`config.mk`:
```
export PLATFORM = sky130hd
export DESIGN_NAME = mem_access_ctrl
export DESIGN_NICKNAME = d
export VERILOG_FILES = /design/src/rtl/mem_access_ctrl.sv
export SDC_FILE = /design/constraint.sdc
export NUM_CORES = 1
export LEC_CHECK = 0
export ABC_AREA = 1
export CAP_MARGIN = 30
export CORE_UTILIZATION = 43
export DETAILED_ROUTE_END_ITERATION = 10
export GPL_TIMING_DRIVEN = 1
export PLACE_DENSITY = 0.77
export SYNTH_ARGS = -nofsm -noshare
export SYNTH_HDL_FRONTEND = slang
export SYNTH_SLANG_ARGS = --single-unit
```
`constraint.sdc`:
```
create_clock -name clk -period 1.86 [get_ports clk]
set_input_delay 0.372 -clock clk [delete_from_list [all_inputs] [get_ports clk]]
set_output_delay 0.372 -clock clk [all_outputs]
set_load 0.01 [all_outputs]
```
`src/rtl/mem_access_ctrl.sv`:
```
// rtl/mem_access_ctrl.sv - round-robin word-to-byte sequencer sharing one byte-wide memory port
// between the fetch and load/store requesters.
module mem_access_ctrl #(
    parameter int ADDR_W = 10
) (
    input  logic              clk,
    input  logic              rst,
    input  logic              if_req,
    input  logic [31:0]       if_addr,
    output logic [31:0]       if_rdata,
    output logic              if_ack,
    input  logic              ls_req,
    input  logic              ls_we,
    input  logic [31:0]       ls_addr,
    input  logic [31:0]       ls_wdata,
    output logic [31:0]       ls_rdata,
    output logic              ls_ack,
    output logic [ADDR_W-1:0] mem_addr,
    output logic [7:0]        mem_wdata,
    output logic              mem_we,
    input  logic [7:0]        mem_rdata,
    output logic              busy
);

    typedef enum logic [1:0] {IDLE, XFER, ACK} state_t;

    state_t            state;
    logic [ADDR_W-1:0] base;
    logic [1:0]        k;
    logic              we_q;
    logic              gnt_ls;
    logic              last_ls;
    logic              mem_we_q;
    logic [31:0]       wdata;
    logic [23:0]       asm_lo;

    logic              grant_ls;
    logic [1:0]        k_next;
    logic [ADDR_W-1:0] sel_addr;
    logic              unused_addr_bits;

    // LS wins when alone, or on contention when IF took the previous grant.
    assign grant_ls = ls_req && (!if_req || !last_ls);
    assign sel_addr = grant_ls ? {ls_addr[ADDR_W-1:2], 2'b00} : {if_addr[ADDR_W-1:2], 2'b00};
    assign k_next   = k + 2'd1;

    // Reset kills the write strobe in the same cycle so an interrupted store stops short.
    assign mem_we = mem_we_q & ~rst;

    assign unused_addr_bits = ^{if_addr[31:ADDR_W], if_addr[1:0], ls_addr[31:ADDR_W], ls_addr[1:0]};

    always_ff @(posedge clk) begin
        if (rst) begin
            state     <= IDLE;
            base      <= '0;
            k         <= 2'd0;
            we_q      <= 1'b0;
            gnt_ls    <= 1'b0;
            last_ls   <= 1'b0;
            mem_we_q  <= 1'b0;
            wdata     <= 32'h0;
            asm_lo    <= 24'h0;
            if_rdata  <= 32'h0;
            ls_rdata  <= 32'h0;
            if_ack    <= 1'b0;
            ls_ack    <= 1'b0;
            mem_addr  <= '0;
            mem_wdata <= 8'h00;
            busy      <= 1'b0;
        end else begin
            case (state)
                IDLE: begin
                    if (if_req || ls_req) begin
                        state     <= XFER;
                        busy      <= 1'b1;
                        gnt_ls    <= grant_ls;
                        base      <= sel_addr;
                        k         <= 2'd0;
                        we_q      <= grant_ls && ls_we;
                        wdata     <= ls_wdata;
                        mem_addr  <= sel_addr;
                        mem_we_q  <= grant_ls && ls_we;
                        mem_wdata <= (grant_ls && ls_we) ? ls_wdata[7:0] : 8'h00;
                    end
                end
                XFER: begin
                    if (!we_q && k != 2'd3) begin
                        asm_lo[8*k +: 8] <= mem_rdata;
                    end
                    k <= k_next;
                    if (k == 2'd3) begin
                        state     <= ACK;
                        mem_addr  <= '0;
                        mem_we_q  <= 1'b0;
                        mem_wdata <= 8'h00;
                        if (gnt_ls) begin
                            ls_ack <= 1'b1;
                        end else begin
                            if_ack <= 1'b1;
                        end
                        // Last byte goes straight from the memory into the result word.
                        if (!we_q) begin
                            if (gnt_ls) begin
                                ls_rdata <= {mem_rdata, asm_lo};
                            end else begin
                                if_rdata <= {mem_rdata, asm_lo};
                            end
                        end
                    end else begin
                        mem_addr  <= base + ADDR_W'(k_next);
                        mem_wdata <= we_q ? wdata[8*k_next +: 8] : 8'h00;
                    end
                end
                ACK: begin
                    if_ack  <= 1'b0;
                    ls_ack  <= 1'b0;
                    last_ls <= gnt_ls;
                    busy    <= 1'b0;
                    k       <= 2'd0;
                    state   <= IDLE;
                end
                default: state <= IDLE;
            endcase
        end
    end

endmodule

```
# After elaboration in Yosys (flattened, before gate mapping)

Cells that the tools add are included.

Bits of input ports: 109
Output and inout bits: 86
Word-level logic and storage cells: 84
Flip-flop bits (word level): 159

Bitwise operators: 4
Equal/unequal tests: 8
Mux-type cells: 26
Shift-type cells: 3
$add $sub $neg: 3
Reductions and logical operators: 24

Operators by type and width:

| cell                      | count |
|---|---|
| $neg A5 Y34               | 1 |
| $shift A8 B34 Y24 const A | 1 |
| $shiftx A8 B34 Y24        | 1 |
| $mux W8                   | 4 |
| $shiftx A32 B6 Y8         | 1 |
| $mux W10                  | 3 |
| $bwmux W24                | 1 |
| $pmux W10 S2              | 1 |
| $pmux W8 S2               | 1 |
| $reduce_and A2 Y1         | 6 |
| $add A10 B2 Y10           | 1 |
| $ne A2 B2 Y1 const B      | 5 |
| $reduce_and A3 Y1         | 3 |
| $pmux W1 S2               | 4 |
| $reduce_and A4 Y1         | 2 |
| $mux W1                   | 7 |
| $mux W2                   | 3 |
| $pmux W2 S3               | 1 |
| $reduce_bool A2 Y1        | 3 |
| $eq A2 B2 Y1 const B      | 2 |
| $pmux W2 S2               | 1 |
| $logic_and A1 B1 Y1       | 3 |
| $logic_not A1 Y1          | 3 |
| $not A1 Y1                | 3 |
| other kinds (6)           | 7 |

# Depth between registers and ports, before layout

Depth in word-level cells: 7
Mapped depth: 13

# Worst setup path before layout

OpenSTA, ideal clock, no wires.

Path type: register -> register
Start: reg k[0]
End: reg asm_lo[7]
Setup slack: -0.088 ns
Period minus slack after synthesis: 1.948 ns
Data arrival time: 1.878 ns
Cell stages (with the launch flop): 12
Library setup time: 0.071 ns
Cell sequence: dfxtp_1 buf_4 inv_1 buf_2 ha_1 buf_2 inv_2 buf_4 nand4_2 nor2_1 nand3_1 a21oi_1

Longest elaborated chain between the ends: 3
Elaborated cells between the ends (all ways): 7

RTL lines:

| item                                                   | line   | RTL |
|---|---|---|
| start: declaration                                     | 29     | `logic [1:0] k;` |
| start signal: assignment                               | 90     | `k <= k_next;` |
| $neg A5 Y34 / $ne A2 B2 Y1 (equally long branches)     | 88, 87 |  |
| $shiftx A8 B34 Y24, or another cell as far along       | 88     | `asm_lo[8*k +: 8] <= mem_rdata;` |
| $bwmux W24 / $reduce_and A2 Y1 (equally long branches) | n/a    |  |
| end signal: indexed assignment                         | 88     |  |
| end: declaration                                       | 35     | `logic [23:0] asm_lo;` |

Parallel ways exist; a longest one is shown, timed or not.
A chain may end at the register's enable or synchronous reset.

# Worst setup path in the final report

Start: reg mem_addr[1]
End: out mem_addr[1]

RTL lines:

| item                     | line | RTL |
|---|---|---|
| start: declaration       | 18   | `output logic [ADDR_W-1:0] mem_addr,` |
| start signal: assignment | 81   | `mem_addr <= sel_addr;` |
| start signal: assignment | 110  | `mem_addr <= base + ADDR_W'(k_next);` |

No word-level cell between the ends.

==> reports/results.ini <==
[clock_network]
cts_max_path_buffers=2
hold_buffers=0
ctsHtreeMaxLevel=4
path_clk_slew_ns=0.06
cts_made_buffers=17
cts_tree=done
clk_latency_ns=0.42
cts.sinks=157
cts_root_buf=clkbuf_16

[drt]
viasPerCell=4.91
postRouteAntennaNets=0
wl_per_cell_microns=12.7
drt-total-wl_microns=16300
drt-pass1-iter-count=5
vias=6288
drt_iter0_drc=339
drc=0

[sta]
finalCriticalPeriod_ns=1.72
rsz0062_at_grt=false
drv_slew=0
tns_ns=0
hold_viol=0
max_freq_mhz=583
period_share_pct=92.2
max-slew-margin-rel_pct=65.3
setup_violations=0
fin_skew_ns=0.00685
worst_pin_slew_ns=0.518
hold_slack_ns=0.450

[synth]
yosysSeqAreaShare_pct=47.5
synth_adder_area_share_pct=0.946
yosysTopAreaCellShare_pct=47.5
yosys.cell_types.count=26
syn-num-nets=1055
yosys_register_bits=157
ys.flop_type=dfxtp_1
yosys.area_share.simple_pct=30.2
synthTopCellsByArea=dfxtp_1, nor2_1, nand2_1
ys_warn_count=0
async_flop_share_pct=0
synthCells=941
synth_top_family_by_area=simple AND/OR/NAND/NOR gates
syn_area_sq_um=6620
synth_edf_count=0
yosysTopAreaCell=dfxtp_1
synth_area_per_cell_sq_um=7.03
synthMuxAreaShare_pct=0
synthXorXnorAreaFrac_pct=0
synth_compound_area_share_pct=12.0

[cells_and_area]
post-route-util_pct=60.8
n_antenna_cell=0
drive_gt1_share_pct=8.30
synthToLayoutAreaGrowth_pct=35.6
nets=1197
instances_no_fill=1280

[global_routing]
grt_pass1_wl_microns=27100
grt_pass1_vias=5849
grt_antenna_before_repair=0
grt_max_degree=47
overflow=0
track_usage_pct=21.1

[hold_path]
min_to=wdata[3]$_SDFFE_PP0P_
hp-class=flop to flop
whs_path_depth=2
worstHoldStart=wdata[3]$_SDFFE_PP0P_

[critical_path]
setup.worst_path.start=mem_addr[1]$_SDFFE_PP0P_
critPathTopFamily=buffers and inverters
max_stage_delay_ns=0.59
path_cells=clkdlybuf4s50_1
critPathSlowestCell=clkdlybuf4s50_1
path_max_fanout=2
worstPathRequired_ns=1.49
crit_buf_inv=1
r2r_cells=7
reg2reg_from=k[0]$_SDFFE_PP0P_
arrival_ns=1.34
crit_type=flop to output port
crit_path_end_kind=output port
reg2reg_slack_ns=0.19
r2r_end=ls_rdata[19]$_SDFFE_PP0P_
startpoint_type=flop

[power]
power_leakage_nw=3.80
ir_drop_mv=0.622
p_total_mw=8.44
powerDensity_nw_per_um2=941

[outcome]
outcome=finished clean

[floorplan]
core_area_sq_um=14800
die-area_sq_um=15900
io_pins=195
initial_utilization_pct=44.8
rows=44
die_w_microns=126
die_h_microns=126

[job]
maxCapViolCount=0

[place]
post-dp-hpwl_microns=11600
io_buffers=146
gp_congestion=0.847
dp.cells=1248

worst max-delay path by stage:
stage	end	slack (ns)	cells past startpoint
3_3_place_gp	mem_wdata[0]$_SDFFE_PP0P_	0.05	10
6_report	mem_addr[1]	0.14	1
3_5_place_dp	mem_wdata[2]$_SDFFE_PP0P_	0.009	10
5_1_grt	asm_lo[8]$_SDFFE_PP0P_	0.004	8
4_1_cts	mem_we	0.04	3
2_1_floorplan	asm_lo[16]$_SDFFE_PP0P_	0.002	12
stage by stage:
step	cell area [sq um]	setup WS, ns
after floorplan	6640	0.00239
after global placement	8330	0.0484
after detailed placement	8330	0.00945
after CTS	8970	0.0441
after global routing	8970	0.00440
final	8970	0.145
cell usage after synthesis, types with 5 or more instances:
| cell type | n |
|---|---|
| a21oi_1 | 44 |
| buf_2 | 15 |
| buf_4 | 11 |
| clkbuf_1 | 24 |
| dfxtp_1 | 157 |
| ha_1 | 5 |
| inv_1 | 86 |
| inv_2 | 6 |
| nand2_1 | 185 |
| nand3_1 | 52 |
| nand3b_1 | 8 |
| nor2_1 | 205 |
| o21ai_0 | 114 |
| or2_1 | 5 |
state kept, by name (all words and copies together) (netlist names), 2 cells and up:
signal and count:
asm_lo 24, base 8, if_rdata 32, k 2, ls_rdata 32, mem_addr 10
mem_wdata 8, state 2, wdata 32
area by class of cell:
type	instances	area (sq um)
multi-input combinational	638	2860
inverter	93	349
tap	184	230
timing repair buffer	176	1750
clock inverter	13	191
fill	1336	5780
clock buffer	19	443
sequential	157	3140
power breakdown:
| group | switching, mW | internal [mW] |
|---|---|---|
| combinational | 0.634 | 0.505 |
| sequential | 0.0924 | 3.53 |
| clock | 1.39 | 2.29 |
| total | 2.12 | 6.32 |
kinds of logic (layout without fill, tap and decap cells):
| family | after synthesis | count (layout) |
|---|---|---|
| compound gates | 158 | 158 |
| fa+ha+maj | 5 | 5 |
| buf+inv | 146 | 301 |
| flops | 157 | 157 |
| simple gates | 475 | 475 |
routing by layer:
| metal | routed length, microns | GRT usage (%) |
|---|---|---|
| met1 | 7300 | 26.0 |
| met2 | 7710 | 35.9 |
| met3 | 934 | 4.25 |
| met4 | 377 | 8.79 |
| met5 | 0 | 0 |
repair_timing:
item,CTS,global route
endpoints found under the setup margin,0,1
resized for setup,0,1
setup buffers,0,0
layout by cell type, fill, tap and decap left out:
cell	count
clkbuf_8	1
inv_1	84
nand2_2	4
dfxtp_2	1
clkbuf_1	1
or2_1	5
bufinv_16	4
clkinv_1	1
dfxtp_1	156
ha_1	5
nand3_2	2
dlymetal6s2s_1	1
nor2_1	205
buf_12	5
nor2_2	3
nor3_4	1
clkdlybuf4s50_1	145
clkinvlp_4	6
clkbuf_16	17
clkinv_4	3
nand4_4	1
a21oi_1	44
nand2_4	2
inv_2	8
nor2_4	2
or2_2	3
nand3_1	52
nor3_2	3
o21ai_0	114
nand3b_1	8
nand2_1	184
buf_4	25
Power figures use the tool's default switching activity.
